### src/rtl/ls_pkg.sv
// Shared load/store size encodings and the size-unit state enum.
// Also holds the alignment rule used by the load-side error check.
package ls_pkg;

   localparam logic [1:0] LS_BYTE = 2'b00;
   localparam logic [1:0] LS_HALF = 2'b01;
   localparam logic [1:0] LS_WORD = 2'b10;
   localparam logic [1:0] LS_INV  = 2'b11;

   typedef enum logic [1:0] {
      IDLE = 2'b00,
      READ = 2'b01,
      DONE = 2'b10,
      ERR  = 2'b11
   } ls_state_e;

   function automatic logic is_misaligned(input logic [1:0] size, input logic [1:0] addr_lo);
      logic mis;
      mis = 1'b0;
      if (size == LS_HALF) mis = addr_lo[0];
      else if (size == LS_WORD) mis = |addr_lo;
      return mis;
   endfunction

endpackage

### src/rtl/load_size_unit_if.sv
// Control-unit and memory-side signals of the load size unit.
// master = control unit plus memory model, slave = load_size_unit.
interface load_size_unit_if #(
   parameter int unsigned DATA_W = 32,
   parameter int unsigned ADDR_W = 32
);
   logic              start;
   logic [1:0]        load_size_control;
   logic              sign_ext;
   logic [ADDR_W-1:0] address;
   logic [DATA_W-1:0] mem_data_in;
   logic              mem_read;
   logic [ADDR_W-1:0] mem_address;
   logic              busy;
   logic              done;
   logic              misaligned;
   logic              invalid_size;
   logic [DATA_W-1:0] load_size_out;

   modport master (
      output start, load_size_control, sign_ext, address, mem_data_in,
      input  mem_read, mem_address, busy, done, misaligned, invalid_size, load_size_out
   );

   modport slave (
      input  start, load_size_control, sign_ext, address, mem_data_in,
      output mem_read, mem_address, busy, done, misaligned, invalid_size, load_size_out
   );
endinterface

### src/rtl/load_extend.sv
// Narrows a memory word to byte/halfword/word from the low lanes,
// with zero- or sign-extension; size 11 passes the word through.
module load_extend
   import ls_pkg::*;
#(
   parameter int unsigned DATA_W = 32
) (
   input  logic [DATA_W-1:0] word_i,
   input  logic [1:0]        size_i,
   input  logic              sign_ext_i,
   output logic [DATA_W-1:0] result_o
);

   always_comb begin
      result_o = word_i;
      unique case (size_i)
         LS_BYTE: result_o = {{(DATA_W-8){sign_ext_i & word_i[7]}}, word_i[7:0]};
         LS_HALF: result_o = {{(DATA_W-16){sign_ext_i & word_i[15]}}, word_i[15:0]};
         default: result_o = word_i;
      endcase
   end

endmodule

### src/rtl/load_size_unit.sv
// Multicycle load path: latches the request, drives the memory read for
// MEM_LATENCY cycles, then registers the size-extended result.
module load_size_unit
   import ls_pkg::*;
#(
   parameter int unsigned DATA_W      = 32,
   parameter int unsigned ADDR_W      = 32,
   parameter int unsigned MEM_LATENCY = 1
) (
   input logic             clk,
   input logic             reset,
   load_size_unit_if.slave bus
);

   localparam logic [2:0] CNT_INIT = 3'(MEM_LATENCY - 1);

   ls_state_e         state_q;
   logic [2:0]        cnt_q;
   logic [1:0]        size_q;
   logic              sext_q;
   logic [ADDR_W-1:0] addr_q;
   logic [DATA_W-1:0] out_q;
   logic [DATA_W-1:0] ext;
   logic              mem_read_q, busy_q, done_q, mis_q, inv_q;

   // Fed from the latched size/sign, so only the sample edge sees mem_data_in.
   load_extend #(.DATA_W(DATA_W)) u_extend (
      .word_i    (bus.mem_data_in),
      .size_i    (size_q),
      .sign_ext_i(sext_q),
      .result_o  (ext)
   );

   always_ff @(posedge clk or posedge reset) begin
      if (reset) begin
         state_q    <= IDLE;
         cnt_q      <= 3'd0;
         size_q     <= LS_BYTE;
         sext_q     <= 1'b0;
         addr_q     <= '0;
         out_q      <= '0;
         mem_read_q <= 1'b0;
         busy_q     <= 1'b0;
         done_q     <= 1'b0;
         mis_q      <= 1'b0;
         inv_q      <= 1'b0;
      end else begin
         done_q <= 1'b0;
         mis_q  <= 1'b0;
         inv_q  <= 1'b0;
         unique case (state_q)
            IDLE: begin
               if (bus.start) begin
                  size_q <= bus.load_size_control;
                  sext_q <= bus.sign_ext;
                  addr_q <= bus.address;
                  busy_q <= 1'b1;
                  if (bus.load_size_control == LS_INV) begin
                     state_q <= ERR;
                     inv_q   <= 1'b1;
                  end else if (is_misaligned(bus.load_size_control, bus.address[1:0])) begin
                     state_q <= ERR;
                     mis_q   <= 1'b1;
                  end else begin
                     state_q    <= READ;
                     mem_read_q <= 1'b1;
                     cnt_q      <= CNT_INIT;
                  end
               end
            end
            READ: begin
               if (cnt_q == 3'd0) begin
                  out_q      <= ext;
                  mem_read_q <= 1'b0;
                  state_q    <= DONE;
               end else begin
                  cnt_q <= cnt_q - 3'd1;
               end
            end
            // done is registered here so it lands in the first IDLE cycle.
            DONE: begin
               done_q  <= 1'b1;
               busy_q  <= 1'b0;
               state_q <= IDLE;
            end
            ERR: begin
               busy_q  <= 1'b0;
               state_q <= IDLE;
            end
            default: state_q <= IDLE;
         endcase
      end
   end

   assign bus.mem_read      = mem_read_q;
   assign bus.mem_address   = addr_q;
   assign bus.busy          = busy_q;
   assign bus.done          = done_q;
   assign bus.misaligned    = mis_q;
   assign bus.invalid_size  = inv_q;
   assign bus.load_size_out = out_q;

endmodule

### src/flat_wrapper.sv
// flat-port wrapper written by rule: the top's interface ports become plain ports
module load_size_unit_flat import ls_pkg::*;
#(
   parameter int unsigned DATA_W      = 32,
   parameter int unsigned ADDR_W      = 32,
   parameter int unsigned MEM_LATENCY = 1
)
  (clk, reset, bus_start, bus_load_size_control, bus_sign_ext, bus_address, bus_mem_data_in, bus_mem_read, bus_mem_address, bus_busy, bus_done, bus_misaligned, bus_invalid_size, bus_load_size_out);
  load_size_unit_if #(.DATA_W(DATA_W), .ADDR_W(ADDR_W)) bus_i ();
  input logic clk;
  input logic reset;
  input wire logic [$bits(bus_i.start)-1:0] bus_start;
  input wire logic [$bits(bus_i.load_size_control)-1:0] bus_load_size_control;
  input wire logic [$bits(bus_i.sign_ext)-1:0] bus_sign_ext;
  input wire logic [$bits(bus_i.address)-1:0] bus_address;
  input wire logic [$bits(bus_i.mem_data_in)-1:0] bus_mem_data_in;
  output wire logic [$bits(bus_i.mem_read)-1:0] bus_mem_read;
  output wire logic [$bits(bus_i.mem_address)-1:0] bus_mem_address;
  output wire logic [$bits(bus_i.busy)-1:0] bus_busy;
  output wire logic [$bits(bus_i.done)-1:0] bus_done;
  output wire logic [$bits(bus_i.misaligned)-1:0] bus_misaligned;
  output wire logic [$bits(bus_i.invalid_size)-1:0] bus_invalid_size;
  output wire logic [$bits(bus_i.load_size_out)-1:0] bus_load_size_out;
  assign bus_i.start = bus_start;
  assign bus_i.load_size_control = bus_load_size_control;
  assign bus_i.sign_ext = bus_sign_ext;
  assign bus_i.address = bus_address;
  assign bus_i.mem_data_in = bus_mem_data_in;
  assign bus_mem_read = bus_i.mem_read;
  assign bus_mem_address = bus_i.mem_address;
  assign bus_busy = bus_i.busy;
  assign bus_done = bus_i.done;
  assign bus_misaligned = bus_i.misaligned;
  assign bus_invalid_size = bus_i.invalid_size;
  assign bus_load_size_out = bus_i.load_size_out;
  load_size_unit #(.DATA_W(DATA_W), .ADDR_W(ADDR_W), .MEM_LATENCY(MEM_LATENCY)) u_core (.clk(clk), .reset(reset), .bus(bus_i));
endmodule
### config.mk
export PLATFORM = sky130hd
export DESIGN_NAME = load_size_unit_flat
export DESIGN_NICKNAME = d
export VERILOG_FILES = /design/src/rtl/ls_pkg.sv /design/src/rtl/load_size_unit_if.sv /design/src/rtl/load_extend.sv /design/src/rtl/load_size_unit.sv /design/src/flat_wrapper.sv
export SDC_FILE = /design/constraint.sdc
export NUM_CORES = 1
export LEC_CHECK = 0
export ABC_AREA = 1
export CAP_MARGIN = 40
export CORE_MARGIN = 4
export CORE_UTILIZATION = 42
export CTS_CLUSTER_DIAMETER = 120
export DETAILED_ROUTE_END_ITERATION = 10
export PLACE_DENSITY_LB_ADDON = 0.05
export SLEW_MARGIN = 5
export SYNTH_ARGS = -nofsm -noshare
export SYNTH_HDL_FRONTEND = slang
export SYNTH_SLANG_ARGS = --single-unit
export TNS_END_PERCENT = 30
### constraint.sdc
create_clock -name clk -period 3.1 [get_ports clk]
set_clock_uncertainty 0.2 [all_clocks]
set_input_delay 0.62 -clock clk [delete_from_list [all_inputs] [get_ports clk]]
set_output_delay 0.62 -clock clk [all_outputs]
set_load 0.05 [all_outputs]
==> Word level (Yosys, flattened, before mapping) <==
Cells that the tools add are included.
{ "totals": {"out_inout_bits": 69, "ff_bits": 77, "wordCells": 70, "in_bits": 70} }
{ "classes": {"n_mux": 31, "n_eq_ne": 12, "add_sub_neg": 1, "bitwise": 2, "reduce_logical": 13} }
{ "ops": {"columns": ["cell", "n"], "rows": [
  ["case mux 32 bit (2 select lines)", 1],
  ["two-way mux 1 bit", 18],
  ["two-way mux 3 bit", 4],
  ["AND reduction 5 bit", 2],
  ["== test 2 bit (second input constant)", 4],
  ["two-way mux 2 bit", 4],
  ["!= test 2 bit (second input constant)", 4],
  ["AND reduction 2 bit", 4],
  ["== test 2 x 1 -> 1 bit (second input constant)", 3],
  ["case mux 2 bit (3 select lines)", 1],
  ["case mux 3 bit (2 select lines)", 1],
  ["zero test 2 bit", 2],
  ["case mux 1 bit (2 select lines)", 2],
  ["nonzero test 2 bit", 2],
  ["OR reduction 2 bit", 2],
  ["zero test 3 bit", 1],
  ["subtractor 3 x 1 -> 3 bit (second input constant)", 1],
  ["bitwise AND 1 bit", 2],
  ["!= test 2 x 1 -> 1 bit (second input constant)", 1]
]} }

==> Depth between registers and ports, before layout <==
Gate-level depths: netlist of the first run.
{ "depth": {"word_depth": 10, "depth_mapped": 9, "depth_no_buf": 8} }

==> Cells and area by module <==
Synthesis of the first run repeated with hierarchy kept, for this count alone.
{ "unflattened": {"cells_unflattened": 422, "area_unflattened_um2": 3557.2} }
{ "by_module_without_submodules": {"columns": ["module", "seq_area_each_um2", "cells_per_inst", "n_inst", "area_each_um2"], "rows": [
  ["load_size_unit", 1926.8, 350, 1, 3090.5],
  ["load_extend", 0.0, 72, 1, 466.7]
]} }

==> Least setup slack after synthesis of the first run <==
OpenSTA, ideal clock, no wires.
{ "synth_path": {"kind": "flip-flop to flip-flop", "from": "register u_core.cnt_q[0]", "to": "register u_core.out_q[8], in the netlist u_core.bus.load_size_out[8]", "setup_ns": 0.119, "path_stages_with_launch": 10, "t_arrival_ns": 1.386, "t_required_ns": 2.781, "path_buffers": 2, "synth_period_minus_slack_ns": 1.705, "slack_ns": 1.395, "path_cell_list": "dfrtp_1 inv_1 ha_1 ha_1 nand3_4 inv_4 buf_6 buf_6 o22ai_2 inv_1"} }
{ "synth_via": {"elab_chain_cells": 2} }
{ "synth_lines": {"columns": ["item", "line_no", "text"], "rows": [
  ["start, declared", "load_size_unit.sv:18", "logic [2:0] cnt_q;"],
  ["start signal, assigned", "load_size_unit.sv:77", "cnt_q <= cnt_q - 3'd1;"],
  ["zero test 3 bit", "load_size_unit.sv:72", "if (cnt_q == 3'd0) begin"],
  ["AND reduction 2 bit (no line)", null, null],
  ["end signal, assigned", "load_size_unit.sv:73", "out_q <= ext;"],
  ["end, declared", "load_size_unit.sv:22", "logic [DATA_W-1:0] out_q;"]
]} }
No other way between the ends.
A chain may end at the register's enable or synchronous reset.

==> Worst setup path in the final report of the first run <==
{ "layout_path": {"from": "register u_core.addr_q[1], in the netlist u_core.bus.mem_address[1]", "to": "output bus_mem_address[1]"} }
{ "layout_lines": {"columns": ["item", "line_no", "text"], "rows": [
  ["start, declared", "load_size_unit.sv:21", "logic [ADDR_W-1:0] addr_q;"],
  ["start signal, assigned", "load_size_unit.sv:56", "addr_q <= bus.address;"],
  ["end, declared", "flat_wrapper.sv:18", "output wire logic [$bits(bus_i.mem_address)-1:0] bus_mem_address;"]
]} }
No word-level cell between the ends.

==> results of run 1 <==
==> layout make-up <==
class	count	area, um2
Clock buffer	11	151
Sequential cell	77	1930
Timing Repair Buffer	140	1410
Inverter	30	116
Fill cell	616	2540
Multi-Input combinational cell	231	1090
Clock inverter	4	47.5
Tap cell	99	124
==> registers in the layout, indices dropped and copies added (netlist names) <==
register,flops
u_core.bus.busy,1
u_core.size_q,2
u_core.bus.done,1
u_core.cnt_q,3
u_core.sext_q,1
u_core.bus.invalid_size,1
u_core.state_q,2
u_core.bus.misaligned,1
u_core.bus.load_size_out,32
u_core.bus.mem_read,1
u_core.bus.mem_address,32
==> where the power goes <==
group          total, mW  internal [mW]  switching (mW)
sequential          1.81           1.49           0.321
combinational       3.62           1.22            2.39
clock              0.754          0.409           0.346
==> stage by stage <==
stage          cells  total power [mW]
6_report         592              6.18
5_1_grt          592              6.57
4_1_cts          592              6.26
3_5_place_dp     577              5.48
3_3_place_gp     577              5.43
2_1_floorplan    354              4.34
==> metal layers <==
| metal | part of all wire | vias up | GRT usage | wire length (um) |
|---|---|---|---|---|
| met2 | 0.46 | 91 | 0.280 | 3610 |
| met4 | 0.012 | 0 | 0.0711 | 95 |
| li1 | - | 1373 | - | - |
| met5 | 0 | - | 0 | 0 |
| met3 | 0.093 | 8 | 0.0649 | 726 |
| met1 | 0.43 | 1260 | 0.217 | 3360 |
==> path summary, 6_finish.rpt <==
kind,start,endpoint,slack (ns),cells past startpoint
max reg2reg,u_core.cnt_q[0],u_core.bus.load_size_out[13],0.95,8
min in group asynchronous,reset,u_core.bus.load_size_out[6],0.40,2
min reg2reg,u_core.bus.mem_address[15],u_core.bus.mem_address[15],0.28,2
max,u_core.bus.mem_address[1],bus_mem_address[1],0.75,1
max in group asynchronous,reset,u_core.bus.mem_address[26],1.67,3
min,u_core.bus.mem_address[15],u_core.bus.mem_address[15],0.28,2
==> cells by family after synthesis <==
logic type / Yosys count
simple gates: 200
compound gates: 29
flops: 77
fa+ha+maj: 2
buf+inv: 46
==> cells in the final DEF, fill, tap and decap left out, types with 3 or more instances in the layout <==
cell             count
nand3_1              5
o22a_1              16
clkdlybuf4s50_1    138
clkinv_2             3
nand2_1            172
nor2_1              11
dfrtp_1             77
o21ai_0              4
clkbuf_8            11
inv_1               26
nand4_1              5
o22ai_1              6
==> results.md, run 1 <==
* Final count of negative-setup-slack endpoints at 0
* DRC at 0
* Area contributors post-synth: dfrtp_1, nand2_1, o22a_1, inv_1, buf_6
* Setup bufs post-CTS at 0
* Util after Layout at 0.657
* Status: complete, no violations
* CP max stage cell: clkdlybuf4s50_1
* Worst setup slack after layout at roughly 0.75 ns
* Die extent in x at 96.0 um
* Die ar. at between 9000 and 10,000 um2
* Max-cap violations at 0
* Share of post-route cells with drive strength above 1 at 0.0629
* Post-synthesis xor/xnor area fraction at 0
* Initial antenna violation count at 0
* Power density over cell area at roughly 1300 nW/um2
* Setup CP Type: register to output port
* Vias in the first global route at 2,723
* CP max FO at 2
* CTS Hold Bufs at 0
* Required time of the worst setup path at around 2.3 ns
* Worst EP arrival at roughly 1.5 ns
* Cell Chain, Critical Path: clkdlybuf4s50_1
* CP max stage delay at 0.83 ns
* Synth Net Count at ~430
* Max clock buf depth at 2
* Synthesized area at roughly 3300 um2
* Clock latency on the worst-skew pair at around 0.34 ns
* Inserted Clock Buffers at 9
* Total number of vias at 2,732
* RD Place Congestion at roughly 0.73
* Worst-margin pin slew at between 0.7 and 0.8 ns
* Seq/Total Area, Yosys at 0.592
* Most frequent cell after synthesis: nand2_1
* CP endpoint kind: output port
* Leak at about 2.3 nW
* DRC violation total after the first TritonRoute iteration at 151
* Dpl ws at 0.756 ns
* Worst-path clk slew at roughly 0.070 ns
* Largest family of logic cells by synthesized area: simple AND/OR/NAND/NOR gates
* Post-synthesis average cell area at 9.19 um2
* Crit share post-route at 0.757
* Maximum vdd ir drop at around 600 uV
* Yosys top cell area share at 0.592
* Type of origin of the critical path: register
* Final Critical Period at 2.35 ns
* Max Freq at roughly 430 MHz
* Hold crit path type: register to register
* Grt total ovfl at 0
* Adder-cell share of the synthesized area at 0.00769
* DRT Pass-1 Iters at 5
* Delay-heaviest family, CP: buffers and inverters
* Post-DP HPWL at approximately 5.5 mm
* IO Count at about 140
* First-pass GRT wire length at roughly 13 mm
* Final net count at ~560
* Final Max Slew Viols at 0
* #FFs+latches synth at 77
* Worst Path Buf+Inv at 1
* Row cnt at 31
* Clock sinks at 77
* GR Util All Layers at 0.176
* Primary FF master, synth: dfrtp_1
* Root Buffer: clkbuf_8
* Number of enable flip-flop cells after synthesis at 0
* Final Cell Area at roughly 4900 um2
* Fin. Hold Viols at 0
* Count of input and output buffers at approximately 140
* RSZ-0062 raised after global routing: false
* DIE HEIGHT at around 96 um
* Final WL at a little under 8 mm
* # resized after CTS at 0
* H-tree depth at 3
* # diodes at 0
* Yosys warnings at 0
* CTS tree: built
* Area delta synth->final at 49.5%
* Routed Antenna Nets at 0
* Largest area contributor in the netlist: dfrtp_1
* Mux cell area share after synthesis at 0
* Relative slew slack at 0.531
* Wire per inst at between 10 and 15 um
* Largest net degree at the start of global routing at between 50 and 60
* Fin Hold WS at between 0.2 and 0.3 ns
* Yosys cell types at 23
* Synth Area in Compound Gates at 0.0712
* Vias per std cell at 4.61
* Post-place instance area at roughly 4700 um2
* Synthesized instance count at 354
* Synth Area in Simple Gates at 0.256
* Initial core utilization at 0.439
* Final TNS setup at 0 ns
* Asr flop ratio synth at 1.00
* Core box area at around 7400 um2
* Post-synth top cells: nand2_1, dfrtp_1, inv_1
Note: power is estimated with default switching activity, not from simulation.
==> inputs of run 2 (changes only) <==
--- a/config.mk
+++ b/config.mk
@@ -8,7 +8,7 @@
 export ABC_AREA = 1
 export CAP_MARGIN = 40
 export CORE_MARGIN = 4
-export CORE_UTILIZATION = 42
+export CORE_UTILIZATION = 38
 export CTS_CLUSTER_DIAMETER = 120
 export DETAILED_ROUTE_END_ITERATION = 10
 export PLACE_DENSITY_LB_ADDON = 0.05
==> constraint.sdc (replaced) <==
create_clock -name clk -period 2.1 [get_ports clk]
set_clock_uncertainty 0.2 [all_clocks]
set_input_delay 0.42 -clock clk [delete_from_list [all_inputs] [get_ports clk]]
set_output_delay 0.42 -clock clk [all_outputs]
set_load 0.05 [all_outputs]
==> results.md, run 2 (same netlist as run 1, synthesis figures left out) <==
* Status: complete, no violations
* Fin. Hold Viols at 0 (unchanged)
* CP endpoint kind: register
* Commonest cells after routing, fill and taps aside: nand2_1, dfrtp_1, buf_4, clkdlybuf4s50_1, inv_1
* Row cnt at 33 (+6.5%)
* Worst-path clk slew at 0.08 ns (about the same)
* Final net count at 568 (+1.2%)
* Total number of vias at 2,731 (-0.037%)
* Setup CP Type: register to register
* CP max stage delay at 0.38 ns (-0.45 ns)
* Maximum vdd ir drop at 769 uV (+32%)
* Placed cells at 590 (+2.3%)
* DRT Pass-1 Iters at 4 (-1)
* First-pass GRT wire length at 13.2 mm (+4.9%)
* Clock latency on the worst-skew pair at 0.33 ns (about the same)
* Final count of negative-setup-slack endpoints at 0 (unchanged)
* Initial antenna violation count at 0 (unchanged)
* Max-cap violations at 0 (unchanged)
* # diodes at 0 (unchanged)
* Final Max Slew Viols at 0 (unchanged)
* Grt total ovfl at 0 (unchanged)
* Worst-margin pin slew at 0.487 ns (-0.216 ns)
* Worst Path Buf+Inv at 3 (+2)
* Initial core utilization at 0.394 (-0.0452)
* DIE HEIGHT at 101 um (+4.7%)
* Post-Layout Cell Count at 604 (+2.0%)
* Pwr Total at 8.96 mW (+45%)
* CTS tree: built
* Relative slew slack at 0.677 (+0.146)
* RSZ-0062 raised after global routing: false
* Leak at 2.42 nW (+4.4%)
* Max clock buf depth at 2 (unchanged)
* Max Freq at 538 MHz
* GR Util All Layers at 0.164 (-0.0121)
* Count of input and output buffers at 138 (unchanged)
* Routed Antenna Nets at 0 (unchanged)
* Cell Chain, Critical Path: inv_1 -> ha_1 -> ha_1 -> nand3_4 -> inv_6 -> nand2_4 -> o22ai_1 -> inv_1
* Core box area at 8260 um2 (+11%)
* Share of post-route cells with drive strength above 1 at 0.208 (+0.146)
* Delay-heaviest family, CP: buffers and inverters
* Util after Layout at 0.578 (-0.0786)
* Final TNS setup at 0 ns (unchanged)
* Inserted Clock Buffers at 9 (unchanged)
* Most common cell after layout, fill and taps aside: nand2_1
* Power density over cell area at 1880 nW/um2 (+48%)
* Root Buffer: clkbuf_8
* Setup bufs post-CTS at 0 (unchanged)
* Hold crit path type: input pin to asynchronous set/reset pin
* Worst EP arrival at 1.89 ns (+0.36 ns)
* IO Count at 139 (unchanged)
* Crit share post-route at 0.884
* Vias per std cell at 4.52 (-2.0%)
* Post-DP HPWL at 5.99 mm (+8.4%)
* H-tree depth at 3 (unchanged)
* RD Place Congestion at 0.741 (+0.97%)
* Die ar. at 10,100 um2 (+9.6%)
* Die extent in x at 101 um (+4.7%)
* DRC violation total after the first TritonRoute iteration at 118 (-22%)
* CTS Hold Bufs at 0 (unchanged)
* Final WL at 8.11 mm (+4.0%)
* Final Critical Period at about 1.9 ns
* Largest net degree at the start of global routing at 44 (-17%)
* Clock sinks at 77 (unchanged)
* CP max stage cell: dfrtp_1
* Area delta synth->final at 46.7%
* Vias in the first global route at 2,741 (+0.66%)
* Type of origin of the critical path: register
* DRC at 0 (unchanged)
* CP max FO at 43 (+41)
* Fin Hold WS at 0.242 ns (-0.0378 ns)
* Required time of the worst setup path at 2.13 ns (-0.15 ns)
* Wire per inst at 13.4 um (+2.0%)
run 2: cell count changes in the layout (fill, tap and decap cells not counted), sizes merged:
cell,previous run,this run
clkinv,3,1
clkinvlp,1,3
dlygate4sd2,0,2
clkdlybuf4s50,138,69
clkbuf,11,10
buf,2,76
run 2: stage by stage:
| step | worst slack [ns] | area (um2) |
|---|---|---|
| after floorplan | 0.395 | 3260 |
| after global placement | 0.185 | 4590 |
| after detailed placement | 0.167 | 4590 |
| after CTS | 0.152 | 4770 |
| after global routing | 0.0869 | 4770 |
| final | 0.243 | 4770 |
run 2: area by class of cell:
type / count / area (um2)
Fill cell: 792 / 3480
Sequential cell: 77 / 1930
Timing Repair Buffer: 147 / 1320
Multi-Input combinational cell: 231 / 1090
Clock buffer: 10 / 138
Tap cell: 105 / 131
Inverter: 30 / 121
Clock inverter: 4 / 50.0
run 2: final timing paths:
check,from,end,slack (ns),cells after the start
worst max-delay path,u_core.cnt_q[0],u_core.bus.load_size_out[12],0.24,8
worst min-delay path,reset,u_core.bus.load_size_out[28],0.24,2
worst max register to register,u_core.cnt_q[0],u_core.bus.load_size_out[12],0.24,8
worst min register to register,u_core.cnt_q[0],u_core.cnt_q[0],0.28,2
max in group asynchronous,reset,u_core.bus.load_size_out[19],0.95,3
min in group clk,u_core.cnt_q[0],u_core.cnt_q[0],0.28,2
run 2: layer usage:
metal  global-route usage  wire length, um
met2                0.260             3670
met4               0.0642              141
met1                0.208             3540
met5                    0                0
met3               0.0547              757
run 2: worst reg2reg max path, delay by kind of cell, from the launching register on:
family                   cells  cell delay [ns]
buffers and inverters        3             0.40
adder cells (fa/ha/maj)      2             0.37
AO/OA/AOI/OAI                1             0.15
AND/OR/NAND/NOR              2             0.26
flip-flops                   1             0.38
run 2: timing repair:
action,in CTS,in global routing
cloned,0,0
hold endpoints to repair,0,0
endpoints found under the setup margin,2,1
gates resized for setup,2,1
run 2: where the power goes:
| part | internal [mW] | switching, mW | leakage (nW) | total (mW) |
|---|---|---|---|---|
| sequential | 2.20 | 0.457 | 0.933 | 2.66 |
| clock | 0.566 | 0.508 | 0.0902 | 1.07 |
| combinational | 1.64 | 3.59 | 1.40 | 5.23 |
